==> config.mk <==
export PLATFORM = sky130hd
export DESIGN_NAME = seg7_scan4
export DESIGN_NICKNAME = d
export VERILOG_FILES = /design/src/rtl/seg7_scan4.sv
export SDC_FILE = /design/constraint.sdc
export NUM_CORES = 1
export LEC_CHECK = 0
export ABC_AREA = 1
export CAP_MARGIN = 20
export CORE_AREA = 2 2 107 99
export CTS_CLUSTER_DIAMETER = 50
export CTS_CLUSTER_SIZE = 14
export DETAILED_ROUTE_END_ITERATION = 8
export DIE_AREA = 0 0 109 101
export PLACE_DENSITY_LB_ADDON = 0.12
export SYNTH_ARGS = -nofsm -noshare
export SYNTH_HDL_FRONTEND = slang
export SYNTH_SLANG_ARGS = --single-unit
==> constraint.sdc <==
create_clock -name clk -period 2.6 [get_ports clk]
set_clock_uncertainty 0.2 [all_clocks]
set_input_delay 0.78 -clock clk [delete_from_list [all_inputs] [get_ports clk]]
set_output_delay 0.78 -clock clk [all_outputs]
set_load 0.01 [all_outputs]
==> src/rtl/seg7_scan4.sv <==
// rtl/seg7_scan4.sv - four-digit multiplexed 7-segment scanner with frame-synchronous double buffering
// Optional feature macro: SEG7_SCAN_BLANK_EN (per-slot anti-ghosting dead time of BLANK_CYC cycles)

module seg7_scan4 #(
    parameter logic [15:0] PRESCALE  = 16'd49999,
    parameter logic [15:0] BLANK_CYC = 16'd4
) (
    input  logic        clk,
    input  logic        rst_n,
    input  logic        en,
    input  logic        load,
    input  logic [31:0] seg_in,
    output logic [7:0]  seg,
    output logic [3:0]  an,
    output logic        frame
);

    // ST_IDLE: display blanked, counters parked at digit 0 / pcnt 0.
    // ST_SCAN: counters running. The first enabled edge leaves pcnt at 0 so
    // digit 0 of a restarted scan gets a full PRESCALE+1 cycles on the pins.
    typedef enum logic {
        ST_IDLE = 1'b0,
        ST_SCAN = 1'b1
    } state_t;

    state_t          state;
    state_t          state_nxt;
    logic [15:0]     pcnt;
    logic [15:0]     pcnt_nxt;
    logic [1:0]      idx;
    logic [1:0]      idx_nxt;
    logic [3:0][7:0] disp;
    logic [3:0][7:0] disp_nxt;
    logic [3:0][7:0] pend;
    logic [3:0][7:0] pend_nxt;
    logic            pflag;
    logic            pflag_nxt;
    logic [7:0]      seg_nxt;
    logic [3:0]      an_nxt;
    logic            frame_nxt;
    logic            tick;
    logic            wrap;

    assign tick = (state == ST_SCAN) && (pcnt == PRESCALE);
    assign wrap = tick && (idx == 2'd3);

`ifndef SEG7_SCAN_BLANK_EN
    // Dead time is compiled out; this only keeps the parameter referenced.
    logic unused_blank_cyc;
    assign unused_blank_cyc = ^BLANK_CYC;
`endif

    // Next-state logic: scan counters, buffer transfer and registered output values.
    always_comb begin
        state_nxt = state;
        pcnt_nxt  = pcnt;
        idx_nxt   = idx;
        disp_nxt  = disp;
        pend_nxt  = pend;
        pflag_nxt = pflag;
        seg_nxt   = 8'h00;
        an_nxt    = 4'b1111;
        frame_nxt = 1'b0;

        if (!en) begin
            // Display is dark, so a load can go straight to the display regs.
            state_nxt = ST_IDLE;
            pcnt_nxt  = 16'd0;
            idx_nxt   = 2'd0;
            if (load) begin
                disp_nxt  = seg_in;
                pflag_nxt = 1'b0;
            end
        end else begin
            if (state == ST_IDLE) begin
                state_nxt = ST_SCAN;
                pcnt_nxt  = 16'd0;
                idx_nxt   = 2'd0;
            end else if (tick) begin
                pcnt_nxt = 16'd0;
                idx_nxt  = idx + 2'd1;
            end else begin
                pcnt_nxt = pcnt + 16'd1;
            end

            if (wrap) begin
                // Frame boundary: the only point where the visible set changes.
                frame_nxt = 1'b1;
                if (load) begin
                    disp_nxt  = seg_in;
                    pflag_nxt = 1'b0;
                end else if (pflag) begin
                    disp_nxt  = pend;
                    pflag_nxt = 1'b0;
                end
            end else if (load) begin
                pend_nxt  = seg_in;
                pflag_nxt = 1'b1;
            end

            // Outputs follow the post-edge digit and buffer with no extra lag.
            seg_nxt = disp_nxt[idx_nxt];
            an_nxt  = ~(4'b0001 << idx_nxt);

`ifdef SEG7_SCAN_BLANK_EN
            if (pcnt_nxt < BLANK_CYC) begin
                seg_nxt = 8'h00;
                an_nxt  = 4'b1111;
            end
`endif
        end
    end

    // State and output registers; reset blanks the display immediately.
    always_ff @(posedge clk or negedge rst_n) begin
        if (!rst_n) begin
            state <= ST_IDLE;
            pcnt  <= 16'd0;
            idx   <= 2'd0;
            disp  <= '0;
            pend  <= '0;
            pflag <= 1'b0;
            seg   <= 8'h00;
            an    <= 4'b1111;
            frame <= 1'b0;
        end else begin
            state <= state_nxt;
            pcnt  <= pcnt_nxt;
            idx   <= idx_nxt;
            disp  <= disp_nxt;
            pend  <= pend_nxt;
            pflag <= pflag_nxt;
            seg   <= seg_nxt;
            an    <= an_nxt;
            frame <= frame_nxt;
        end
    end

endmodule

==> results.md <==
- Outcome: complete, no violations
- TritonCTS clock tree: yes
- CTS buffer count: 9
- Ports: 49
- Arrival time of the worst setup path: 1.41 ns
- Number of synthesized flops with an enable pin: 0
- Port-buffer cells: 48
- Clock power share: 28.6%
- Post-synth top cells: 259 x nand2_1, 93 x dfrtp_1, 78 x inv_1
- Hold-fix buffers, CTS: 0
- Slew @ Worst Pin: 0.4910 ns
- Nature of the critical path endpoint: output port
- WP depth: 1
- Register bit total from synthesis: 97
- Pwr Total: 0.003476 W
- Layout area overhead: 19.18%
- Crit. Startpoint: an[1]$_DFF_PN1_
- Async set-reset flop share out of synthesis: 100.0%
- Fin nets: 853
- Largest net degree at the start of global routing: 45
- Internal power: 0.002458 W
- R2R Path End: seg[6]$_DFF_PN0_
- Vias per cell: 5.730
- CP bufs+invs: 1
- Flop2flop setup slack: 0.23 ns
- # setup viols final: 0
- Die area: 0.01101 mm²
- TritonRoute pass-1 iters: 5
- Top-count cell post-synth: nand2_1
- Setup TNS: 0 ns
- Synth area leader: dfrtp_1
- Sw frac: 29.29%
- Post-route ant nets: 0
- Critical path's top delay family: flip-flops
- Synth top area share: 41.30%
- P_sw: 0.001018 W
- P per Cell Area: 517.6 mW/mm²
- CP Capture Point: an[1]
- Vias in the first global route: 5395
- Slowest Stage Delay on Critical Path: 0.52 ns
- Max Cap Violations: 0
- Register area share after synthesis: 43.16%
- Setup WS post-layout: 0.2126 ns
- CTS sink cnt: 97
- Grt ovf: 0
- Vias: 5438
- # DRC: 0
- Sequential share of power: 50.1%
- Total Routing Usage GR: 29.74%
- First DRT Iteration DRCs: 413
- Final instance area: 0.006716 mm²
- Routed WL: 15.13 mm
- Highest Clock Rate: 418.9 MHz
- Gate power share: 21.4%
- Clock transition at path regs: 0.09 ns
- Mapped cell area: 0.005635 mm²
- Die height: 101 µm
- Avg Cell Area, Syn: 7.595 µm²
- Overall die width: 109 µm
- FP Rows: 35
- Core area: 0.009941 mm²
- Top post-synthesis cells by area: dfrtp_1 41%, nand2_1 17%, nand3_1 5.9%, inv_1 5.2%, mux2_2 5.2%
- Worst slew margin: 67.27%
- Initial Util: 56.69%
- Count of different cell masters after synthesis: 35
- Tmin final: 2.387 ns
- Pre-CTS WS: -0.04480 ns
- Fin crit share: 91.82%
- Leakage: 3.313 nW
- Mapped Cells: 742
- Worst Hold Class: input port to asynchronous set/reset pin
- Clk_lat worst skew: 0.37 ns
- Antenna violations before repair: 0
- Cell Area, Placed: 0.006526 mm²
- Register-to-Register Path Depth: 11
- Layout cell share with drive strength beyond 1: 14.76%
- Max H-tree Level: 3
- PostCTS Resize Cnt: 0
- Clock Path Buffers: 2
- Crit start category: register
- Reg-to-reg startpoint: pcnt[11]$_DFF_PN0_
- GPL Wtd Cong: 0.8591
- CP max-delay cell: dfstp_2
- Fin. max-slew vios: 0
- Worst VDD drop: 0.4303 mV
- Unrepaired setup endpoints after global routing: false
- Diodes inserted: 0
- Number of hold violations in the final report: 0
- Clk root buf: clkbuf_8
- Crit path required time: 1.62 ns
- WHS: 0.1683 ns
- Post-CTS Setup Inserts: 0
- Fill count: 825
- Routed WL per cell: 15.94 µm
- First-pass GRT wire length: 25.52 mm
- Critical path class: register to output port
- DP HPWL: 10.37 mm
- CP max FO: 1
- Net Count, Synth: 780
- Ys flop type: dfrtp_1
- YS warnings: 0
- Crit path cell chain: clkdlybuf4s50_1
==> registers in the layout (all words and copies together), names as in the netlist <==
name,cells
frame,1
an,4
pcnt,16
pend,32
disp,32
idx,2
seg,8
state,1
pflag,1
==> power by group through the flow <==
stage | combinational (W) | sequential (W) | clock [W]
after floorplan | 0.000448 | 0.00175 | 0
after global placement | 0.000709 | 0.00176 | 0
after detailed placement | 0.000738 | 0.00177 | 0
after CTS | 0.000741 | 0.00174 | 0.00101
after global routing | 0.000835 | 0.00176 | 0.00108
final | 0.000743 | 0.00174 | 0.000993
==> metal layers <==
layer	track usage (%)	wire length [µm]
met5	0	0
met4	13.81	340
met3	5.171	960
met2	48.16	7374
met1	38.82	6453
==> worst reg2reg max path, stage by stage (launching register included) <==
cell	delay, ns
dfrtp_1	0.47
inv_1	0.15
nand3_1	0.09
nor2_2	0.16
nand3_1	0.11
nand2_1	0.09
nand3_1	0.31
nor2_4	0.33
nand2_1	0.14
nand2_1	0.08
nor2_1	0.04
nor2_1	0.11
==> stage by stage <==
| stage | instances | utilization [%] |
|---|---|---|
| after floorplan | 742 | - |
| after global placement | 933 | 65.65 |
| after detailed placement | 933 | 65.65 |
| after CTS | 949 | 67.56 |
| after global routing | 949 | 67.56 |
| final | 949 | 67.56 |
==> area by class of cell <==
type,instances,area (µm²),share of cell area [%]
Clock buffer,12,145.1,2.161
Clock inverter,4,45.04,0.6706
Inverter,84,317.8,4.732
Multi-Input combinational cell,520,2679,39.88
Sequential cell,97,2432,36.21
Tap cell,129,161.4,2.403
Timing Repair Buffer,103,935.9,13.93
==> how the worst min path moves through the flow <==
stage                           start                   end  slack (ns)  cells after the start
floorplan           pcnt[0]$_DFF_PN0_     pcnt[0]$_DFF_PN0_        0.23                      1
global placement    pcnt[0]$_DFF_PN0_     pcnt[0]$_DFF_PN0_        0.25                      1
detailed placement  pcnt[0]$_DFF_PN0_     pcnt[0]$_DFF_PN0_        0.26                      1
CTS                             rst_n  disp[23]$_DFFE_PN0P_        0.16                      1
global route                    rst_n  disp[23]$_DFFE_PN0P_        0.18                      1
finish                          rst_n  disp[23]$_DFFE_PN0P_        0.17                      1
==> cell families (layout without fill, tap and decap cells) <==
group / count (synthesis) / in the layout / share of synthesized area, %
AO/OA/AOI/OAI: 71 / 71 / 8.593
XOR/XNOR: 3 / 3 / 0.4663
adder cells (fa/ha/maj): 2 / 2 / 0.4440
buffers and inverters: 125 / 203 / 9.303
flip-flops: 97 / 97 / 43.16
multiplexers: 32 / 32 / 6.394
AND/OR/NAND/NOR: 412 / 412 / 31.64
==> cells in the final DEF (no fill, tap or decap), types with 5 or more instances in the layout <==
master / n
a21oi_1: 17
buf_4: 52
clkbuf_8: 10
clkdlybuf4s50_1: 46
dfrtp_1: 93
inv_1: 78
mux2_1: 6
mux2_2: 26
nand2_1: 259
nand2_2: 5
nand3_1: 66
nand4_1: 21
nor2_1: 42
nor2_2: 5
o211ai_1: 8
o21ai_0: 16
o221ai_1: 28
Note: power is estimated with default switching activity, not from simulation.
